File: config.mk
export PLATFORM = sky130hd
export DESIGN_NAME = uart_tx_arbiter
export DESIGN_NICKNAME = d
export VERILOG_FILES = /design/src/rtl/uart_tx_arbiter.sv
export SDC_FILE = /design/constraint.sdc
export NUM_CORES = 1
export LEC_CHECK = 0
export CAP_MARGIN = 20
export CORE_ASPECT_RATIO = 1.4
export CORE_MARGIN = 2
export CORE_UTILIZATION = 50
export CTS_BUF_LIST = sky130_fd_sc_hd__clkbuf_4 sky130_fd_sc_hd__clkbuf_8
export DETAILED_ROUTE_END_ITERATION = 8
export PLACE_DENSITY = 0.95
export SLEW_MARGIN = 20
export SYNTH_ARGS = -nofsm -noshare
export SYNTH_HDL_FRONTEND = slang
export SYNTH_SLANG_ARGS = --single-unit
File: constraint.sdc
create_clock -name clk -period 4.7 [get_ports clk]
set_input_delay 0.47 -clock clk [delete_from_list [all_inputs] [get_ports clk]]
set_output_delay 0.47 -clock clk [all_outputs]
set_load 0.005 [all_outputs]
File: src/rtl/uart_tx_arbiter.sv
// Packet-granular arbiter onto the uart_tx_fifo write port; round-robin unless UART_TX_ARB_FIXED_PRIORITY_EN (lowest index wins).
// Latency: grant 1 cycle after request, write 1 cycle after transfer; fifo_full/ena stall req_ready combinationally.
module uart_tx_arbiter #(
    parameter int DATA_WIDTH     = 8,
    parameter int REQ_COUNT      = 2,
    parameter int MAX_PACKET_LEN = 32
) (
    input  logic                            clk,
    input  logic                            reset,
    input  logic                            ena,
    input  logic [REQ_COUNT-1:0]            req_valid,
    input  logic [REQ_COUNT*DATA_WIDTH-1:0] req_data,
    input  logic [REQ_COUNT-1:0]            req_last,
    output logic [REQ_COUNT-1:0]            req_ready,
    output logic [DATA_WIDTH-1:0]           fifo_data,
    output logic                            fifo_valid,
    input  logic                            fifo_full,
    output logic [REQ_COUNT-1:0]            grant,
    output logic                            busy,
    output logic                            overrun_err
);
    localparam int CW = $clog2(MAX_PACKET_LEN + 1);
    localparam int IW = (REQ_COUNT > 1) ? $clog2(REQ_COUNT) : 1;
    localparam logic [0:0] S_IDLE   = 1'b0;
    localparam logic [0:0] S_STREAM = 1'b1;
    localparam logic [CW-1:0] CNT_MAX = CW'(MAX_PACKET_LEN);

    logic [0:0]            state_q, state_d;
    logic [REQ_COUNT-1:0]  grant_q, grant_d;
    logic [IW-1:0]         gidx_q, gidx_d;
    logic [CW-1:0]         cnt_q, cnt_d;
    logic [DATA_WIDTH-1:0] data_q, data_d;
    logic                  fvld_q, fvld_d;
    logic                  ovr_q, ovr_d;

    logic                  win_found;
    logic [IW-1:0]         win_idx;
    logic [IW-1:0]         cand;
    logic [DATA_WIDTH-1:0] own_data;
    logic                  own_last;
    logic                  xfer;

    always_comb begin
        win_found = 1'b0;
        win_idx   = '0;
        cand      = '0;
`ifdef UART_TX_ARB_FIXED_PRIORITY_EN
        for (int i = REQ_COUNT - 1; i >= 0; i--) begin
            if (req_valid[i]) begin
                win_found = 1'b1;
                win_idx   = IW'(i);
            end
        end
`else
        // gidx_q doubles as the round-robin pointer: nearest offset after it wins.
        for (int k = REQ_COUNT; k >= 1; k--) begin
            cand = IW'((int'(gidx_q) + k) % REQ_COUNT);
            if (req_valid[cand]) begin
                win_found = 1'b1;
                win_idx   = cand;
            end
        end
`endif
    end

    always_comb begin
        own_data = '0;
        for (int i = 0; i < REQ_COUNT; i++) begin
            if (gidx_q == IW'(i)) own_data = req_data[i*DATA_WIDTH +: DATA_WIDTH];
        end
    end

    assign req_ready = (state_q == S_STREAM && ena && !fifo_full) ? grant_q : '0;
    assign xfer      = |(req_valid & req_ready);
    assign own_last  = |(req_last & grant_q);

    always_comb begin
        state_d = state_q;
        grant_d = grant_q;
        gidx_d  = gidx_q;
        cnt_d   = cnt_q;
        data_d  = data_q;
        fvld_d  = fvld_q;
        ovr_d   = ovr_q;
        if (ena) begin
            fvld_d = 1'b0;
            ovr_d  = 1'b0;
            if (state_q == S_IDLE) begin
                if (win_found) begin
                    state_d          = S_STREAM;
                    grant_d          = '0;
                    grant_d[win_idx] = 1'b1;
                    gidx_d           = win_idx;
                    cnt_d            = '0;
                end
            end else if (xfer) begin
                data_d = own_data;
                fvld_d = 1'b1;
                cnt_d  = (cnt_q == CNT_MAX) ? cnt_q : cnt_q + 1'b1;
                if (own_last || cnt_d == CNT_MAX) begin
                    state_d = S_IDLE;
                    grant_d = '0;
                    ovr_d   = !own_last;
                end
            end
        end
    end

    always_ff @(posedge clk or posedge reset) begin
        if (reset) begin
            state_q <= S_IDLE;
            grant_q <= '0;
            gidx_q  <= IW'(REQ_COUNT - 1);
            cnt_q   <= '0;
            data_q  <= '0;
            fvld_q  <= 1'b0;
            ovr_q   <= 1'b0;
        end else begin
            state_q <= state_d;
            grant_q <= grant_d;
            gidx_q  <= gidx_d;
            cnt_q   <= cnt_d;
            data_q  <= data_d;
            fvld_q  <= fvld_d;
            ovr_q   <= ovr_d;
        end
    end

    // A write pending while ena is low is held and strobed once ena returns.
    assign fifo_valid  = fvld_q & ena;
    assign fifo_data   = data_q;
    assign grant       = grant_q;
    assign busy        = (state_q == S_STREAM);
    assign overrun_err = ovr_q;
endmodule

After elaboration in Yosys (flattened, before gate mapping)
Index checks and enable logic that the tools add are counted.

Bits in registers: 20. Input port bits: 24. Output and inout port bits: 15. Logic and storage cells: 64.

$add $sub $neg: 3. Magnitude comparators: 4. Equality and inequality tests: 4. Multiplexer cells: 29. Bitwise operators: 4. Reduce and logical (&&, ||, !) cells: 13.

Operator list (count): $mux 6 (4); $mux 1 (18); $eq 6x6->1 const B (2); $mux 2 (5); $reduce_and 3->1 (3); $mux 8 (1); $add 6x1->6 const B (1); $lt 1x2->1 const B (3); $and 2x2->2 (2); $ne 2x1->1 const B (2); $reduce_and 4->1 (1); $reduce_or 2->1 (2); $logic_and 1x1->1 (3); $add 1x1->1 const B (2); $logic_not 1->1 (2); $reduce_bool 2->1 (1); $and 1x1->1 (1); $demux 1 s1 (1); $ge 1x1->1 const B (1); $logic_or 1x1->1 (1); $not 1->1 (1).

Depth between registers and ports, before layout
Gate-level depths: netlist of run 1.

Depth after elaboration: 11. Mapped depth: 7.

Worst setup path after synthesis of run 1
OpenSTA, ideal clock, no wires.

Kind: flip-flop to flip-flop. Start: register cnt_q[0]. End: register ovr_q, in the netlist overrun_err. Arrival: 1.823 ns. Required time: 4.578 ns. Path slack: 2.756 ns. Stages on the path, launching flop included: 8. Path buffers: 0. Clock period less this slack: 1.944 ns. Cell sequence: dfrtp_1 inv_1 ha_1 or4b_4 or2_4 a31oi_2 nor4_2 a32o_1.

Longest elaborated chain between the ends: 7.

RTL lines: start: declaration (RTL line 31) `logic [CW-1:0] cnt_q, cnt_d;`; start signal: assignment (RTL line 122) `cnt_q <= cnt_d;`; $add 6x1->6 / $eq 6x6->1 (equally long branches) (RTL line 99) `cnt_d = (cnt_q == CNT_MAX) ? cnt_q : cnt_q + 1'b1;`; $mux 6 * (RTL line 99); $eq 6x6->1 * (RTL line 100) `if (own_last || cnt_d == CNT_MAX) begin`; $logic_or 1x1->1 * (RTL line 100); $mux 1 * (RTL line 100); $mux 1 * (RTL line 96) `end else if (xfer) begin`; $mux 1 * (RTL line 88) `if (state_q == S_IDLE) begin`; end signal: assignment (RTL line 125) `ovr_q <= ovr_d;`; end: declaration (RTL line 34) `logic ovr_q, ovr_d;`.

Every way passes the cells marked *; elsewhere a longest branch is shown, timed or not. A chain may end at the register's enable or synchronous reset.

Worst setup path in the final report of run 1
Start: register state_q, in the netlist busy. End: output port req_ready[1].

Longest elaborated chain between the ends: 3.

RTL lines: start: declaration (RTL line 28) `logic [0:0] state_q, state_d;`; start signal: assignment (RTL line 119) `state_q <= state_d;`; $logic_and 1x1->1 (2 in series) (RTL line 73) `assign req_ready = (state_q == S_STREAM && ena && !fifo_full) ? grant_q : '0;`; $mux 2 (RTL line 73); end: declaration (RTL line 14) `output logic [REQ_COUNT-1:0] req_ready,`.

No other way between the ends.

==> metrics.md, run 1 <==
| Metric | Value |
|---|---|
| Netlist cell types | `34` |
| Die height | `60.12 um` |
| Post-CTS Resized | `0` |
| Simple-Gate Fraction of Synth Area | `20.36%` |
| Worst path cell trace | `nand2_1 -> nor2_1 -> and2_1 -> clkdlybuf4s50_1` |
| DR vias/cell | `6.039` |
| Setup Buffers After CTS | `0` |
| Crit path time final | `2.398 ns` |
| Slew Limit Headroom | `32.25%` |
| P&R area growth vs syn | `38.26%` |
| FMAX | `417.1 MHz` |
| Status | `completed` |
| CTS Hold Buffers Added | `0` |
| Reg-to-reg slack, setup | `2.54 ns` |
| Setup TNS | `0 ns` |
| Vias in the first global route | `1,113` |
| Critical Path AT | `1.93 ns` |
| DRC Markers | `0` |
| FF+latch count, synth | `20` |
| Hold Path End | `fvld_q$_DFFE_PP0P_` |
| FF-to-FF Start | `cnt_q[0]$_DFFE_PP0P_` |
| YS warnings | `0` |
| Most frequent cells in the layout | `clkdlybuf4s50_1 (38), dfrtp_1 (19), nor2_1 (15), nand2_1 (11), a21oi_1 (9)` |
| VDD IR max | `0.3501 mV` |
| GRT Total Usage | `26.40%` |
| Slew @ Worst Pin | `1.011 ns` |
| Grt total ovfl | `0` |
| Cell area after synthesis | `0.001125 mm2` |
| Area contributors post-synth | `dfrtp_1 (42%), mux2i_1 (7.1%), nor2_1 (5.0%), a21oi_1 (4.0%), nand2_1 (3.7%)` |
| # setup viols final | `0` |
| CTS Buffer Depth | `2` |
| First-pass GRT wire length | `5.057 mm` |
| RSZ-0062 raised after global routing | `false` |
| Via count | `1,093` |
| Commonest non-fill, non-tap cell in the layout | `clkdlybuf4s50_1` |
| H-tree depth | `1` |
| Crit-path max FO | `15` |
| DP HPWL | `2.242 mm` |
| Seq/Total Area, Yosys | `44.61%` |
| Hold_sp | `fvld_q$_DFFE_PP0P_` |
| Share of cells above drive strength 1 | `10.69%` |
| Crit end category | `output pin` |
| Antenna cells | `0` |
| Wire per inst | `16.39 um` |
| Number of max-cap violations | `0` |
| CP Launch Type | `flop` |
| Util after Layout | `72.27%` |
| Crit share post-route | `51.02%` |
| Critical path's top delay family | `flip-flops` |
| PortBufs | `38` |
| Yosys top cell by area | `dfrtp_1` |
| Die X | `44.09 um` |
| Starting density of the core | `52.27%` |
| Gpl congestion | `0.9098` |
| Syn Area/Cell | `9.374 um2` |
| Mux cell area share after synthesis | `7.119%` |
| Final Hold Fails | `0` |
| Largest family of logic cells by synthesized area | `compound AO/OA/AOI/OAI gates` |
| Slew Viols, Final | `0` |
| Top-area cell type share of the netlist area | `42.27%` |
| Remaining antenna violation count | `0` |
| Worst path required time | `4.23 ns` |
| CTS tree | `done` |
| Clk_lat worst skew | `0.32 ns` |
| Worst Path Buf+Inv | `1` |
| Leakage | `0.6617 nW` |
| Worst r2r dst | `overrun_err$_DFFE_PP0P_` |
| Post-Syn Instances | `120` |
| Root buf cell | `clkbuf_4` |
| Power per cell area | `504.1 mW/mm2` |
| TritonCTS buffer count | `3` |
| Row cnt | `20` |
| Crit-path max cell delay | `0.65 ns` |
| Core area | `0.002152 mm2` |
| Slowest CP cell | `dfrtp_1` |
| Ports | `39` |
| Synth Area in XOR/XNOR | `1.557%` |
| DRT Wirelength | `2.967 mm` |
| Starting DRT DRC Count | `24` |
| Post-Synth Adder-Cell Area | `2.225%` |
| Post-route clock skew | `0.01121 ns` |
| Die ar. | `0.002650 mm2` |
| Compound-Gate Fraction of Synth Area | `20.80%` |
| Hold Path Class | `reg -> reg` |
| DR pass1 iterations | `4` |
| Clock transition at the registers of the reported paths | `0.12 ns` |
| Worst hold path depth | `1` |
| Clk sinks | `20` |
| Syn Nets | `146` |
| Pin count of the biggest net entering global routing | `21` |
| R2R cell count | `7` |
| Setup CP Type | `reg -> out` |
| Nets | `186` |
| Initial antenna violation count | `0` |
[Yosys cell counts]
library cell   n
a21oi_1        9
nor4_2         1
a32oi_1        2
or2_2          2
dfrtp_1       19
nand3_1        5
o31a_2         1
xnor2_1        1
o41ai_1        1
clkbuf_1       4
a31oi_1        1
mux2i_1        8
or3_2          1
a22o_2         1
a31oi_2        1
inv_1          6
a32o_1         1
ha_1           2
xor2_1         1
nor2_1        15
dfstp_2        1
or2_4          1
nand2b_1       1
nor3_2         2
and2_1         3
a22o_1         4
o22ai_1        2
and3_1         1
o311ai_0       1
a21o_1         1
or4b_4         1
nand2_1       11
o21ai_0        7
a22oi_1        2
[metal layers]
layer / share of wire, % / vias to the layer above / track usage (%)
li1: - / 507 / -
met1: 39 / 508 / 29.25
met2: 49 / 65 / 45.17
met3: 7.9 / 13 / 5.740
met4: 3.8 / 0 / 16.02
met5: 0 / - / 0
[logic make-up after synthesis]
group           count (synthesis)
flops                          20
mux                             8
xor+xnor                        2
simple gates                   44
fa+ha+maj                       2
buf+inv                        10
compound gates                 34
[sequential cells by signal, indices dropped and copies added (netlist names)]
| register | count |
|---|---|
| busy | 1 |
| cnt_q | 6 |
| fifo_data | 8 |
| fvld_q | 1 |
| gidx_q | 1 |
| grant | 2 |
| overrun_err | 1 |
[cell type report]
| type | count | area [um2] |
|---|---|---|
| sequential | 20 | 501.7 |
| inverter | 6 | 22.52 |
| clock buffer | 4 | 30.03 |
| timing repair buffer | 39 | 387.9 |
| fill | 158 | 596.8 |
| tap | 22 | 27.53 |
| multi-input combinational | 90 | 585.6 |
[worst register-to-register path, delay by kind of cell (launching register included)]
kind / cells / cell delay, ns
simple gates: 3 / 0.85
flops: 1 / 0.47
compound gates: 2 / 0.47
fa+ha+maj: 1 / 0.15
buf+inv: 1 / 0.13
[report_power, final]
part	switching (W)	internal, W	total (W)	leakage (nW)
Combinational	0.000152	0.000203	0.000355	0.422
Sequential	0.0000926	0.000242	0.000335	0.222
Clock	0.0000558	0.0000391	0.0000949	0.0184
Total	0.000300	0.000484	0.000784	0.662
[stage by stage]
step / cells / worst slack [ns] / area (um2) / hold WS, ns / power, W
final: 181 / 2.302 / 1555 / 0.5018 / 0.0007840
after global routing: 181 / 2.215 / 1555 / 0.5341 / 0.0008370
after CTS: 181 / 2.310 / 1555 / 0.5015 / 0.0007842
after detailed placement: 177 / 2.315 / 1525 / 0.4743 / 0.0006860
after global placement: 177 / 2.391 / 1525 / 0.4554 / 0.0006603
after floorplan: 120 / 2.756 / 1125 / 0.4331 / 0.0005123
[worst max-delay path by stage]
stage | startpoint | to | cells past startpoint
floorplan | cnt_q[0]$_DFFE_PP0P_ | overrun_err$_DFFE_PP0P_ | 7
global placement | ena | req_ready[0] | 5
detailed placement | req_valid[0] | fifo_data[7]$_DFFE_PP0P_ | 5
CTS | busy$_DFFE_PP0P_ | req_ready[1] | 4
global route | busy$_DFFE_PP0P_ | req_ready[0] | 4
finish | busy$_DFFE_PP0P_ | req_ready[1] | 4
No activity file was read; power rests on OpenSTA's default activity.
==> run 2, diff against run 1 <==
- CORE_UTILIZATION: 50 -> 42
- PLACE_DENSITY: 0.95 -> 0.88
- clock period: 4.7 -> 2.1 ns (I/O delays scaled with it)
==> run 2 against run 1 <==
  * Total power increased by 130%
  * Sequential power increased by 110%
  * Worst setup slack got worse by 2.3 ns
  * Wire length decreased by 3.7%
  * Clock power increased by 120%
  * Critical path depth increased by 3
  * Clock skew decreased by 0.0047 ns
  * Sequential share of layout area decreased by 1.5 points
  * Die area increased by 17%
  * Register-to-register slack got worse by 2.5 ns
  * Largest power group unchanged
==> metrics.md, run 2 (synthesized netlist as in run 1, its figures left out) <==
| Metric | Value |
|---|---|
| Clock transition at the registers of the reported paths | `0.11 ns (about the same)` |
| TritonCTS buffer count | `3 (unchanged)` |
| Worst path required time | `2.30 ns (-1.93 ns)` |
| Cell Area, Placed | `0.001588 mm2 (+4.1%)` |
| First-pass GRT wire length | `4.878 mm (-3.5%)` |
| Clk sinks | `20 (unchanged)` |
| Pin count of the biggest net entering global routing | `21 (unchanged)` |
| Int Pwr | `0.001129 W (+130%)` |
| Slew Limit Headroom | `60.08% (+28 points)` |
| Remaining antenna violation count | `0 (unchanged)` |
| Most frequent cells in the layout | `clkdlybuf4s50_1 (38), dfrtp_1 (19), nor2_1 (15), nand2_1 (11)` |
| Finished Layout Cells | `203 (+12%)` |
| Commonest non-fill, non-tap cell in the layout | `clkdlybuf4s50_1` |
| Root buf cell | `clkbuf_4` |
| Crit-path max FO | `4 (-11)` |
| Critical path's top delay family | `simple AND/OR/NAND/NOR gates` |
| Post-route clock skew | `0.006496 ns (-0.004711 ns)` |
| Sw frac | `37.11% (-1.2 points)` |
| Wire per inst | `14.07 um (-14%)` |
| Power per cell area | `1100 mW/mm2 (+120%)` |
| Setup CP Type | `reg -> reg` |
| P&R area growth vs syn | `45.16%` |
| Die height | `65.23 um (+8.5%)` |
| CTS Buffer Depth | `2 (unchanged)` |
| Core area | `0.002587 mm2 (+20%)` |
| Cell count after placement | `197 (+11%)` |
| Hold Path Class | `in -> async` |
| Comb pwr share | `49.0% (+3.8 points)` |
| Slew @ Worst Pin | `0.5895 ns (-0.4212 ns)` |
| GRT Total Usage | `21.51% (-4.9 points)` |
| P_sw | `0.0006664 W (+120%)` |
| Slowest CP cell | `or4b_4` |
| WHS | `0.2275 ns (-0.2743 ns)` |
| Leakage | `0.7003 nW (+5.8%)` |
| Crit-path max cell delay | `0.47 ns (-0.18 ns)` |
| Worst path cell trace | `inv_1 -> ha_1 -> or4b_4 -> or2_4 -> a31oi_2 -> nor4_2 -> a32o_1` |
| Crit path time final | `2.048 ns` |
| Grt total ovfl | `0 (unchanged)` |
| DP HPWL | `2.186 mm (-2.5%)` |
| Max reg flops | `8 (unchanged)` |
| Crit end category | `flop` |
| VDD IR max | `0.6311 mV (+80%)` |
| Share of cells above drive strength 1 | `14.97% (+4.3 points)` |
| Die ar. | `0.003114 mm2 (+17%)` |
| PortBufs | `38 (unchanged)` |
| Via count | `1,106 (+1.2%)` |
| Worst Path Buf+Inv | `1 (unchanged)` |
| Clock Power Share | `11.4% (-0.7 points)` |
| # setup viols final | `0 (unchanged)` |
| Vias in the first global route | `1,111 (-0.18%)` |
| Gpl congestion | `0.7900 (-13%)` |
| Clk_lat worst skew | `0.31 ns (about the same)` |
| DR vias/cell | `5.448 (-9.8%)` |
| Critical Path AT | `2.25 ns (+0.32 ns)` |
| CP Launch Type | `flop` |
| Row cnt | `22 (+10%)` |
| Reg power frac | `39.6% (-3.1 points)` |
| Status | `completed` |
| Final Cell Area | `0.001633 mm2 (+5.0%)` |
| H-tree depth | `1 (unchanged)` |
| DR pass1 iterations | `4 (unchanged)` |
| CTS tree | `done` |
| Slew Viols, Final | `0 (unchanged)` |
| FMAX | `488.2 MHz` |
| Starting DRT DRC Count | `32 (+33%)` |
| Crit share post-route | `97.54%` |
| Starting density of the core | `43.47% (-8.8 points)` |
| Initial antenna violation count | `0 (unchanged)` |
| Number of max-cap violations | `0 (unchanged)` |
| Nets | `194 (+4.3%)` |
| DRT Wirelength | `2.856 mm (-3.7%)` |
| Ports | `39 (unchanged)` |
| RSZ-0062 raised after global routing | `true` |
| DRC Markers | `0 (unchanged)` |
| Antenna cells | `0 (unchanged)` |
| Final Hold Fails | `0 (unchanged)` |
| Die X | `47.74 um (+8.3%)` |
run 2: power by group through the flow:
stage	Clock, W	Sequential [W]	Combinational, W
finish	0.000205	0.000711	0.000879
global route	0.000227	0.000737	0.000968
global placement	0	0.000709	0.000816
floorplan	0	0.000668	0.000479
CTS	0.000213	0.000716	0.000859
detailed placement	0	0.000724	0.000852
run 2: cell type report:
class,instances,area (um2)
sequential,20,501.7
timing repair buffer,47,447.9
tap,36,45.04
fill,223,954.7
clock buffer,4,30.03
inverter,6,22.52
multi-input combinational,90,585.6
run 2: path summary, 6_finish.rpt:
path | from | end | slack, ns | cells past startpoint
worst max-delay path | cnt_q[1]$_DFFE_PP0P_ | overrun_err$_DFFE_PP0P_ | 0.05 | 7
min in group clk | fvld_q$_DFFE_PP0P_ | fvld_q$_DFFE_PP0P_ | 0.49 | 1
max in group asynchronous | reset | gidx_q$_DFFE_PP1P_ | 1.60 | 3
worst min register to register | fvld_q$_DFFE_PP0P_ | fvld_q$_DFFE_PP0P_ | 0.49 | 1
worst max register to register | cnt_q[1]$_DFFE_PP0P_ | overrun_err$_DFFE_PP0P_ | 0.05 | 7
worst min-delay path | reset | cnt_q[3]$_DFFE_PP0P_ | 0.23 | 3
run 2: repair_timing:
item,CTS,global route
endpoints found under the setup margin,0,3
buffers inserted,0,2
hold buffers,0,0
resized for setup,0,0
run 2: worst min-delay path, stage by stage:
cell and delay (ns):
clkdlybuf4s50_1 0.40, inv_1 0.05, buf_4 0.27
run 2: layer usage:
metal	GRT usage [%]	wire length, um	up-vias
met3	4.945	195	8
met1	26.95	1123	518
met2	33.67	1458	55
met5	0	0	-
met4	10.14	79	0
li1	-	-	525
run 2: stage by stage:
| stage | setup WS (ns) | total power [W] | TNS [ns] | utilization (%) |
|---|---|---|---|---|
| 3_5_place_dp | 0.05014 | 0.001576 | 0 | 61.36 |
| 4_1_cts | 0.02621 | 0.001788 | 0 | 62.52 |
| 2_1_floorplan | 0.1556 | 0.001147 | 0 | - |
| 3_3_place_gp | 0.1441 | 0.001525 | 0 | 61.36 |
| 5_1_grt | -0.002504 | 0.001932 | -0.002504 | 63.10 |
| 6_report | 0.05165 | 0.001796 | 0 | 63.10 |
==> run 3, diff against run 2 <==
--- a/config.mk
+++ b/config.mk
@@ -6,5 +6,5 @@
 export NUM_CORES = 1
 export LEC_CHECK = 0
-export CAP_MARGIN = 20
+export CAP_MARGIN = 10
 export CORE_ASPECT_RATIO = 1.4
 export CORE_MARGIN = 2
@@ -17,2 +17,3 @@
 export SYNTH_HDL_FRONTEND = slang
 export SYNTH_SLANG_ARGS = --single-unit
+export TNS_END_PERCENT = 10
==> constraint.sdc (replaced) <==
create_clock -name clk -period 2.1 [get_ports clk]
set_input_delay 0.21 -clock clk [delete_from_list [all_inputs] [get_ports clk]]
set_output_delay 0.21 -clock clk [all_outputs]
set_load 0.1 [all_outputs]
==> run 3 against run 2 <==
  * Cell count shrank 0.99%
  * Critical endpoint unchanged
  * Register-to-register slack is essentially flat
  * Flip-flop and latch count is the same
==> metrics.md, run 3 (synthesized netlist as in run 1, its figures left out) <==
| Metric | Value |
|---|---|
| Reg power frac | `27.1% (-13 points)` |
| Most frequent cells in the layout | `clkdlybuf4s50_1 (23), buf_4 (19), dfrtp_1 (17), nor2_1 (15), nand2_1 (11)` |
| Root buf cell | `clkbuf_4` |
| PortBufs | `38 (unchanged)` |
| Pin count of the biggest net entering global routing | `16 (-24%)` |
| Setup CP Type | `reg -> reg` |
| Starting density of the core | `43.47% (unchanged)` |
| Number of fillers in the final layout | `236 (+5.8%)` |
| Util after Layout | `64.22% (+1.1 points)` |
| Row cnt | `22 (unchanged)` |
| Hold Path Class | `in -> async` |
| Clk sinks | `20 (unchanged)` |
| Slew Limit Headroom | `67.79% (+7.7 points)` |
| GRT Total Usage | `21.93% (+0.42 points)` |
| Reg-to-reg slack, setup | `0.06 ns (about the same)` |
| WHS | `0.1568 ns (-0.07072 ns)` |
| Post-route clock skew | `0.01354 ns (+0.007043 ns)` |
| FF-to-FF Start | `cnt_q[1]$_DFFE_PP0P_` |
| Clock transition at the registers of the reported paths | `0.13 ns (+0.02 ns)` |
| Area of the multi-input gates | `604.3 um2 (+3.2%)` |
| P_sw | `0.001487 W (+120%)` |
| Ports | `39 (unchanged)` |
| # setup viols final | `0 (unchanged)` |
| Slew Viols, Final | `0 (unchanged)` |
| Remaining antenna violation count | `0 (unchanged)` |
| Nets | `192 (-1.0%)` |
| Cell Area, Placed | `0.001592 mm2 (+0.24%)` |
| Crit path time final | `2.037 ns (-0.01127 ns)` |
| Final Hold Fails | `0 (unchanged)` |
| Setup TNS | `0 ns (unchanged)` |
| Final Cell Area | `0.001662 mm2 (+1.8%)` |
| P&R area growth vs syn | `47.72%` |
| Worst setup path endpoint | `overrun_err$_DFFE_PP0P_` |
| First-pass GRT wire length | `4.954 mm (+1.6%)` |
| Power per cell area | `1621 mW/mm2 (+47%)` |
| Vias in the first global route | `1,176 (+5.9%)` |
| Critical Path AT | `2.25 ns (about the same)` |
| Crit share post-route | `97.00% (-0.54 points)` |
| Leakage | `0.7288 nW (+4.1%)` |
| CTS Buffer Depth | `2 (unchanged)` |
| DRC Markers | `0 (unchanged)` |
| Core area | `0.002587 mm2 (unchanged)` |
| CP Launch Type | `flop` |
| Share of cells above drive strength 1 | `24.85% (+9.9 points)` |
| Number of max-cap violations | `0 (unchanged)` |
| R2R cell count | `7 (unchanged)` |
| Grt total ovfl | `0 (unchanged)` |
| Comb pwr share | `61.0% (+12 points)` |
| Clk_lat worst skew | `0.31 ns (about the same)` |
| TritonCTS buffer count | `3 (unchanged)` |
| FMAX | `490.9 MHz (+0.55%)` |
| Crit end category | `flop` |
| DR pass1 iterations | `4 (unchanged)` |
| Die height | `65.23 um (unchanged)` |
| CTS tree | `done` |
| Reg area | `504.2 um2 (+0.50%)` |
| H-tree depth | `1 (unchanged)` |
| Crit-path max FO | `5 (+1)` |
| Finished Layout Cells | `201 (-0.99%)` |
| Starting DRT DRC Count | `43 (+34%)` |
| Wire per inst | `15.11 um (+7.4%)` |
| Worst r2r dst | `overrun_err$_DFFE_PP0P_` |
| DRT Wirelength | `3.038 mm (+6.4%)` |
| Cell count after placement | `197 (unchanged)` |
| Int Pwr | `0.001206 W (+6.8%)` |
| Slew @ Worst Pin | `0.4831 ns (-0.1064 ns)` |
| CP startpoint | `cnt_q[1]$_DFFE_PP0P_` |
| Sw frac | `55.23% (+18 points)` |
| Setup Buffers After CTS | `0 (unchanged)` |
| Max reg flops | `8 (unchanged)` |
| VDD IR max | `1.413 mV (+120%)` |
| Status | `completed` |
| Gpl congestion | `0.8192 (+3.7%)` |
| Antenna cells | `0 (unchanged)` |
| Commonest non-fill, non-tap cell in the layout | `clkdlybuf4s50_1` |
| DR vias/cell | `5.488 (+0.72%)` |
| Die X | `47.74 um (unchanged)` |
| Clock Power Share | `11.8% (+0.4 points)` |
| Die ar. | `0.003114 mm2 (unchanged)` |
| CTS Hold Buffers Added | `0 (unchanged)` |
| Worst path required time | `2.31 ns (about the same)` |
| Initial antenna violation count | `0 (unchanged)` |
| DP HPWL | `2.384 mm (+9.1%)` |
| Via count | `1,103 (-0.27%)` |
==> run 3: changes by cell type in the layout (fill, tap and decap cells not counted), moves of 2 or more <==
cell and delta:
dfrtp_2 +2, dfrtp_1 -2, buf_4 +10, buf_12 +3, clkdlybuf4s50_1 -15
==> run 3: layer usage <==
| metal | global-route usage (%) | part of all wire (%) |
|---|---|---|
| met1 | 26.55 | 38 |
| met2 | 38.17 | 53 |
| met3 | 1.923 | 6.7 |
| met4 | 8.108 | 2.0 |
| met5 | 0 | 0 |
==> run 3: worst min-delay path by stage <==
stage                             from  cells after the start  slack, ns                  endpoint
floorplan                        reset                      1       0.17          busy$_DFFE_PP0P_
global placement    fvld_q$_DFFE_PP0P_                      1       0.45        fvld_q$_DFFE_PP0P_
detailed placement  fvld_q$_DFFE_PP0P_                      1       0.47        fvld_q$_DFFE_PP0P_
CTS                              reset                      2       0.17  fifo_data[2]$_DFFE_PP0P_
global route                     reset                      2       0.20   overrun_err$_DFFE_PP0P_
finish                           reset                      2       0.16  fifo_data[0]$_DFFE_PP0P_
==> run 3: power groups by stage <==
stage | clock network [W] | registers, W | logic [W]
2_1_floorplan | 0 | 0.00137 | 0.000546
3_3_place_gp | 0 | 0.000723 | 0.00157
3_5_place_dp | 0 | 0.000731 | 0.00161
4_1_cts | 0.000322 | 0.000727 | 0.00161
5_1_grt | 0.000336 | 0.000753 | 0.00174
6_report | 0.000318 | 0.000731 | 0.00164
==> run 3: stage by stage <==
stage	setup slack (ns)	total power (W)
3_5_place_dp	0.06095	0.002345
5_1_grt	-0.02257	0.002825
3_3_place_gp	0.1474	0.002289
4_1_cts	0.06011	0.002664
6_report	0.06292	0.002693
2_1_floorplan	-0.1285	0.001912
==> run 3: final cells by class <==
| class | instances | area share, % |
|---|---|---|
| clock buffer | 3 | 1.355 |
| inverter | 6 | 1.355 |
| clock inverter | 1 | 1.807 |
| multi-input combinational | 90 | 36.37 |
| timing repair buffer | 45 | 26.05 |
| tap | 36 | 2.711 |
| sequential | 20 | 30.35 |
==> run 3: worst max-delay path: stages (launching register included) <==
cell and delay [ns]:
dfrtp_1 0.44, inv_1 0.10, ha_1 0.13, or4b_4 0.47, or2_4 0.27, a31oi_4 0.22, nor4_4 0.08, a32o_1 0.24
==> run 3: repair_timing <==
item	4_1_cts	5_1_grt
endpoints found under the hold margin	0	0
gates resized for setup	0	3
setup endpoints to repair	0	2
